$ cat src/rtl/note_lane_pkg.sv
// note_lane_pkg -- shared constants for the note lane engine.
//   Coordinate widths for the scan position and note positions, the default
//   playfield geometry, and the lane color table used by the renderer.
package note_lane_pkg;

  localparam int X_W   = 10;  // scan x width
  localparam int Y_W   = 9;   // scan y width
  localparam int POS_W = 10;  // note top-edge position width
  localparam int CMP_W = 11;  // geometry compare width, wide enough for pos + NOTE_H

  localparam int DEF_LANE_X0    = 170;
  localparam int DEF_LANE_PITCH = 100;
  localparam int DEF_NOTE_W     = 50;
  localparam int DEF_NOTE_H     = 50;
  localparam int DEF_SCREEN_H   = 480;
  localparam int DEF_SPEED      = 1;
  localparam int DEF_HIT_Y      = 400;
  localparam int DEF_HIT_WIN    = 40;

  typedef logic [23:0] rgb_t;

  // Lane color table (24-bit RGB), wraps every four lanes.
  function automatic rgb_t lane_color(input int lane);
    case (lane % 4)
      0:       lane_color = 24'h20C020;
      1:       lane_color = 24'hE02020;
      2:       lane_color = 24'hE0E020;
      default: lane_color = 24'h2040E0;
    endcase
  endfunction

endpackage

$ cat src/rtl/note_lane.sv
// note_lane -- one lane of falling notes.
//   Holds SLOTS notes (valid bit + 10-bit top-edge y). Each cycle it may
//   allocate a spawned note, move notes on frame_tick, resolve a strike
//   against the hit window and retire notes that leave the screen.
// Ports:
//   clk, reset       clock, asynchronous active-low reset
//   frame_tick       advance all live notes by SPEED
//   x, y             scan position, used for the registered pixel_hit
//   spawn            allocate a new note at y=0 (caller guarantees has_free)
//   strike           player struck this lane this cycle
//   has_free         at least one slot is free (pre-update state)
//   pixel_hit        registered: scan pixel lies inside a live note
//   hit_pulse        one-cycle pulse: a strike cleared a note
//   miss_pulse       one-cycle pulse: a note fell off the screen
module note_lane
  import note_lane_pkg::*;
#(
  parameter int SLOTS    = 8,
  parameter int LANE_X   = DEF_LANE_X0,
  parameter int NOTE_W   = DEF_NOTE_W,
  parameter int NOTE_H   = DEF_NOTE_H,
  parameter int SCREEN_H = DEF_SCREEN_H,
  parameter int SPEED    = DEF_SPEED,
  parameter int HIT_Y    = DEF_HIT_Y,
  parameter int HIT_WIN  = DEF_HIT_WIN
) (
  input  logic           clk,
  input  logic           reset,
  input  logic           frame_tick,
  input  logic [X_W-1:0] x,
  input  logic [Y_W-1:0] y,
  input  logic           spawn,
  input  logic           strike,
  output logic           has_free,
  output logic           pixel_hit,
  output logic           hit_pulse,
  output logic           miss_pulse
);

  logic [SLOTS-1:0] valid_q, valid_d;
  logic [POS_W-1:0] pos_q [SLOTS];
  logic [POS_W-1:0] pos_d [SLOTS];

  logic [SLOTS-1:0] alloc_oh, strike_oh;
  logic             alloc_found, strike_found;
  logic [POS_W-1:0] best_y;
  logic             miss_any, pixel_d;
  logic [CMP_W-1:0] moved, xe, ye, pe;

  assign has_free = ~&valid_q;

  // Slot selection on pre-update state: lowest free slot for allocation,
  // live slot with the largest y inside the hit window for the strike.
  always_comb begin
    alloc_oh     = '0;
    alloc_found  = 1'b0;
    strike_oh    = '0;
    strike_found = 1'b0;
    best_y       = '0;
    for (int s = 0; s < SLOTS; s++) begin
      if (!valid_q[s] && !alloc_found) begin
        alloc_found = 1'b1;
        alloc_oh[s] = 1'b1;
      end
      if (valid_q[s] &&
          {1'b0, pos_q[s]} >= CMP_W'(HIT_Y) &&
          {1'b0, pos_q[s]} <  CMP_W'(HIT_Y + HIT_WIN) &&
          (!strike_found || pos_q[s] > best_y)) begin
        strike_found = 1'b1;
        best_y       = pos_q[s];
        strike_oh    = '0;
        strike_oh[s] = 1'b1;
      end
    end
  end

  // Per-slot update. A struck slot is retired before any movement, and a
  // freshly allocated slot was free this cycle so it is never moved.
  always_comb begin
    miss_any = 1'b0;
    pixel_d  = 1'b0;
    moved    = '0;
    xe       = {1'b0, x};
    ye       = {2'b00, y};
    pe       = '0;
    for (int s = 0; s < SLOTS; s++) begin
      valid_d[s] = valid_q[s];
      pos_d[s]   = pos_q[s];
      moved      = {1'b0, pos_q[s]} + CMP_W'(SPEED);
      pe         = {1'b0, pos_q[s]};
      if (valid_q[s]) begin
        if (strike && strike_oh[s]) begin
          valid_d[s] = 1'b0;
          pos_d[s]   = '0;
        end else if (frame_tick) begin
          if (moved >= CMP_W'(SCREEN_H)) begin
            valid_d[s] = 1'b0;
            pos_d[s]   = '0;
            miss_any   = 1'b1;
          end else begin
            pos_d[s] = moved[POS_W-1:0];
          end
        end
        if (xe >= CMP_W'(LANE_X) && xe < CMP_W'(LANE_X + NOTE_W) &&
            ye >= pe && ye < pe + CMP_W'(NOTE_H)) begin
          pixel_d = 1'b1;
        end
      end else if (spawn && alloc_oh[s]) begin
        valid_d[s] = 1'b1;
        pos_d[s]   = '0;
      end
    end
  end

  always_ff @(posedge clk or negedge reset) begin
    if (!reset) begin
      valid_q    <= '0;
      for (int s = 0; s < SLOTS; s++) pos_q[s] <= '0;
      pixel_hit  <= 1'b0;
      hit_pulse  <= 1'b0;
      miss_pulse <= 1'b0;
    end else begin
      valid_q    <= valid_d;
      for (int s = 0; s < SLOTS; s++) pos_q[s] <= pos_d[s];
      pixel_hit  <= pixel_d;
      hit_pulse  <= strike && strike_found;
      miss_pulse <= miss_any;
    end
  end

endmodule

$ cat src/rtl/note_lane_engine.sv
// note_lane_engine -- rhythm-game note field with LANES lanes.
//   Spawns notes, scrolls them down on frame_tick, resolves player strikes in
//   the hit window, reports misses and renders a per-lane pixel mask.
// Optional feature: define NOTE_LANE_SCORE_EN to enable the saturating score
//   counter; otherwise score is tied to 0.
// Ports:
//   clk, reset                 clock, asynchronous active-low reset
//   frame_tick                 one-cycle pulse per frame
//   x [10], y [9]              scan position
//   spawn_valid, spawn_mask    spawn request and target lanes
//   spawn_ready                every lane has a free slot
//   strike_valid, strike_mask  player strike and struck lanes
//   pixel_lane                 registered per-lane pixel coverage
//   hit_pulse, miss_pulse      per-lane one-cycle event pulses
//   score [16]                 hit counter (feature build only)
// Handshake: a spawn is accepted in any cycle where spawn_valid && spawn_ready;
//   spawn_ready depends only on slot occupancy, never on spawn_valid/mask.
module note_lane_engine
  import note_lane_pkg::*;
#(
  parameter int LANES      = 4,
  parameter int SLOTS      = 8,
  parameter int LANE_X0    = DEF_LANE_X0,
  parameter int LANE_PITCH = DEF_LANE_PITCH,
  parameter int NOTE_W     = DEF_NOTE_W,
  parameter int NOTE_H     = DEF_NOTE_H,
  parameter int SCREEN_H   = DEF_SCREEN_H,
  parameter int SPEED      = DEF_SPEED,
  parameter int HIT_Y      = DEF_HIT_Y,
  parameter int HIT_WIN    = DEF_HIT_WIN
) (
  input  logic             clk,
  input  logic             reset,
  input  logic             frame_tick,
  input  logic [X_W-1:0]   x,
  input  logic [Y_W-1:0]   y,
  input  logic             spawn_valid,
  input  logic [LANES-1:0] spawn_mask,
  output logic             spawn_ready,
  input  logic             strike_valid,
  input  logic [LANES-1:0] strike_mask,
  output logic [LANES-1:0] pixel_lane,
  output logic [LANES-1:0] hit_pulse,
  output logic [LANES-1:0] miss_pulse,
  output logic [15:0]      score
);

  logic [LANES-1:0] has_free;
  logic             spawn_fire;

  assign spawn_ready = &has_free;
  assign spawn_fire  = spawn_valid && spawn_ready;

  for (genvar l = 0; l < LANES; l++) begin : gen_lane
    note_lane #(
      .SLOTS    (SLOTS),
      .LANE_X   (LANE_X0 + l * LANE_PITCH),
      .NOTE_W   (NOTE_W),
      .NOTE_H   (NOTE_H),
      .SCREEN_H (SCREEN_H),
      .SPEED    (SPEED),
      .HIT_Y    (HIT_Y),
      .HIT_WIN  (HIT_WIN)
    ) u_lane (
      .clk        (clk),
      .reset      (reset),
      .frame_tick (frame_tick),
      .x          (x),
      .y          (y),
      .spawn      (spawn_fire && spawn_mask[l]),
      .strike     (strike_valid && strike_mask[l]),
      .has_free   (has_free[l]),
      .pixel_hit  (pixel_lane[l]),
      .hit_pulse  (hit_pulse[l]),
      .miss_pulse (miss_pulse[l])
    );
  end

`ifdef NOTE_LANE_SCORE_EN
  logic [15:0] hit_count;
  logic [16:0] score_sum;

  always_comb begin
    hit_count = '0;
    for (int l = 0; l < LANES; l++) hit_count = hit_count + 16'(hit_pulse[l]);
    score_sum = {1'b0, score} + {1'b0, hit_count};
  end

  always_ff @(posedge clk or negedge reset) begin
    if (!reset) score <= '0;
    else        score <= score_sum[16] ? 16'hFFFF : score_sum[15:0];
  end
`else
  assign score = '0;
`endif

endmodule

$ cat config.mk
export PLATFORM = sky130hd
export DESIGN_NAME = note_lane_engine
export DESIGN_NICKNAME = d
export VERILOG_FILES = /design/src/rtl/note_lane_pkg.sv /design/src/rtl/note_lane.sv /design/src/rtl/note_lane_engine.sv
export SDC_FILE = /design/constraint.sdc
export NUM_CORES = 2
export LEC_CHECK = 0
export ABC_AREA = 1
export CORE_UTILIZATION = 60
export CTS_BUF_LIST = sky130_fd_sc_hd__clkbuf_8
export DETAILED_ROUTE_END_ITERATION = 8
export PLACE_DENSITY = 0.77
export SLEW_MARGIN = 20
export SYNTH_ARGS = -nofsm -noshare
export SYNTH_HDL_FRONTEND = slang
export SYNTH_SLANG_ARGS = --single-unit
$ cat constraint.sdc
create_clock -name clk -period 16.82 [get_ports clk]
set_input_delay 3.364 -clock clk [delete_from_list [all_inputs] [get_ports clk]]
set_output_delay 3.364 -clock clk [all_outputs]
set_load 0.01 [all_outputs]
==> flow_summary_export.csv <==
group,metric,value,unit
logic_synthesis,synth_edf_count,0,
sta,tns,0,ns
clock_network,cts_setup_buffers,0,
critical_path,slowest_delay,0.69,ns
finish,final_area,0.05312,sq mm
sta,finalMaxSlewViolations,0,
sta,tightestPinTransition,0.9688,ns
route,drc,0,
critical_path,critPathCaptureType,"flop",
sta,fin_crit_sh,75.85,%
placement,port_buffers,43,
critical_path,crit_path_start_kind,"flop",
finish,fin_util,64.49,%
finish,final_layout_size_suffix_gt1_share,5.179,%
critical_path,path_class,"reg -> reg",
logic_synthesis,yosysSeqAreaShare,18.17,%
clock_network,ctsHoldBuffers,0,
floorplan,die_area,0.08471,sq mm
placement,dp_hpwl,106200,microns
critical_path,cp_max_fo,13,
power_and_ir_drop,p_leak,26.64,nW
finish,register_area,0.009109,sq mm
finish,multiInputGateArea,0.03689,sq mm
floorplan,die_w,291.1,microns
sta,setup_viol,0,
floorplan,die_h,291.1,microns
global_route,antenna_found_initial,5,
critical_path,required,17.40,ns
critical_path,cp.arrival,13.34,ns
finish,layout_commonest_cell,"nand2_1",
logic_synthesis,syn_inst,7430,
sta,max_freq,78.38,MHz
clock_network,cts_resized,0,
status,status,"complete, no violations",
sta,max_slew_margin,35.42,%
floorplan,ios,61,
global_route,grt_pass1_wl,234800,microns
logic_synthesis,ys_types,70,
floorplan,initial_core_util,60.86,%
run,drv_cap,0,
route,drt-initial-drc-count,3643,
route,wl_per_cell,16.52,microns
global_route,grt_max_degree,145,
global_route,grt_pass1_vias,47560,
sta,skew,0.04187,ns
placement,routabilityCongestion,0.9506,
placement,postPlaceCellArea,0.05144,sq mm
route,antenna_left,0,
critical_path,crit_path_frequent_cell,"nand2_1",
sta,finalCriticalPeriod,12.76,ns
clock_network,cts-buffers-inserted,78,
logic_synthesis,syn_area,0.05013,sq mm
finish,nFillCells,7594,
clock_network,htreeDepth,3,
route,first_pass_iters,6,
route,wl,142400,microns
floorplan,core_area,0.08237,sq mm
clock_network,cts_tree,"yes",
global_route,track_usage,33.28,%
finish,layout_common_cells,"nand2_1 (1847), ha_1 (920), inv_1 (903)",
sta,rsz0062_at_grt,"no",
logic_synthesis,yosysWarnings,0,
logic_synthesis,avgSynthCellArea,6.747,sq um
logic_synthesis,ys_async_sr_fraction,100.0,%
clock_network,root_buffer,"clkbuf_8",
power_and_ir_drop,p_total,4.778,mW
floorplan,core.rowCount,105,
sta,fin_hold_ws,0.5303,ns
finish,syn_to_final_growth,5.960,%
sta,hold_viol_final,0,
clock_network,clk_pin_slew,0.05,ns
clock_network,clkSinkCount,364,
finish,finalNetCount,8440,
logic_synthesis,ys.flop_type,"dfrtp_1",
route,via_per_inst,5.806,
power_and_ir_drop,power_density,89.94,mW/mm^2
worst_hold_path,hp-class,"reg -> reg",
critical_path,crit_path_top_delay_cell,"dfrtp_1",
global_route,overflow,0,
clock_network,clk_latency,0.70,ns
clock_network,cts_buffer_depth,3,
route,routed-via-count,50060,
power_and_ir_drop,vdd_drop_max,0.09430,mV
logic_synthesis,ys_seq_elements,364,
## cell families (layout without fill, tap and decap cells)
kind of cell             count (synthesis)  in the layout  share of synthesized area, %
other                                    2             74                       0.01498
XOR/XNOR                               250            250                         4.368
flip-flops                             364            364                         18.17
buffers and inverters                 1094           1143                         8.763
AND/OR/NAND/NOR                       3641           3641                         32.04
AO/OA/AOI/OAI                         1159           1159                         13.68
adder cells (fa/ha/maj)                920            920                         22.96
## registers in the layout, indices dropped and copies added (netlist names)
name,cells
gen_lane.u_lane.pe,40
gen_lane.u_lane.pos_q,280
gen_lane.u_lane.miss_pulse,4
gen_lane.u_lane.pixel_hit,4
gen_lane.u_lane.hit_pulse,4
gen_lane.u_lane.valid_q,32
## final cells by class
cell class,count,share of cell area (%)
antenna,2,0.009422
clock buffer,103,2.669
clock inverter,38,0.4829
inverter,940,6.649
multi-input combinational,6042,69.45
sequential,364,17.15
tap,1070,2.520
timing repair buffer,62,1.069
## critical path: cells and delay by family, from the launching register on
kind	cells	cell delay, ns
AOI/OAI and AO/OA	13	2.23
buffers and inverters	11	1.49
adders and majority gates	7	1.94
DFF	1	0.69
and+or+nand+nor	53	6.25
## power breakdown
part	switching [mW]	total [mW]	internal [mW]
Sequential	0.399	1.43	1.04
Clock	0.470	1.06	0.593
Combinational	1.42	2.28	0.857
## synthesized netlist by cell type (58+ instances only)
master | instances | area (sq um)
nand3_1 | 579 | 2898
o2111ai_1 | 101 | 884.6
nand2_1 | 1847 | 6933
nand4_1 | 133 | 832.1
o21ai_1 | 58 | 290.3
o211ai_1 | 60 | 450.4
a21oi_1 | 464 | 2322
nor3_1 | 120 | 600.6
dfrtp_1 | 364 | 9109
nor2_1 | 685 | 2571
o21ai_0 | 304 | 1521
xor2_1 | 216 | 1892
ha_1 | 920 | 11510
inv_1 | 889 | 3337
## through the flow
stage | worst slack, ns | std cells
global route | 2.852 | 8620
global placement | 4.591 | 8478
CTS | 4.268 | 8619
detailed placement | 4.305 | 8478
finish | 4.062 | 8621
floorplan | 6.867 | 7500
## path summary, 6_finish.rpt
check,start,endpoint,slack (ns),cells after the start
max in group asynchronous,reset,gen_lane[2].u_lane.pos_q[20],12.54,2
hold reg to reg,gen_lane[0].u_lane.pos_q[78],gen_lane[0].u_lane.pos_q[78],0.53,2
setup / recovery,gen_lane[3].u_lane.valid_q[0],gen_lane[3].u_lane.pos_q[56],4.06,84
min in group asynchronous,reset,gen_lane[1].u_lane.pos_q[23],2.67,1
hold / removal,gen_lane[0].u_lane.pos_q[78],gen_lane[0].u_lane.pos_q[78],0.53,2
setup reg to reg,gen_lane[3].u_lane.valid_q[0],gen_lane[3].u_lane.pos_q[56],4.06,84
## metal layers
layer  global-route usage, %  up-vias  wire length [microns]
met4                   13.69        4                   5575
li1                        -    25020                      -
met1                   43.18    23100                  62190
met5                       0        -                     27
met3                   4.711      340                   9967
met2                   55.31     1585                  64670
(Power assumes the default switching activity.)
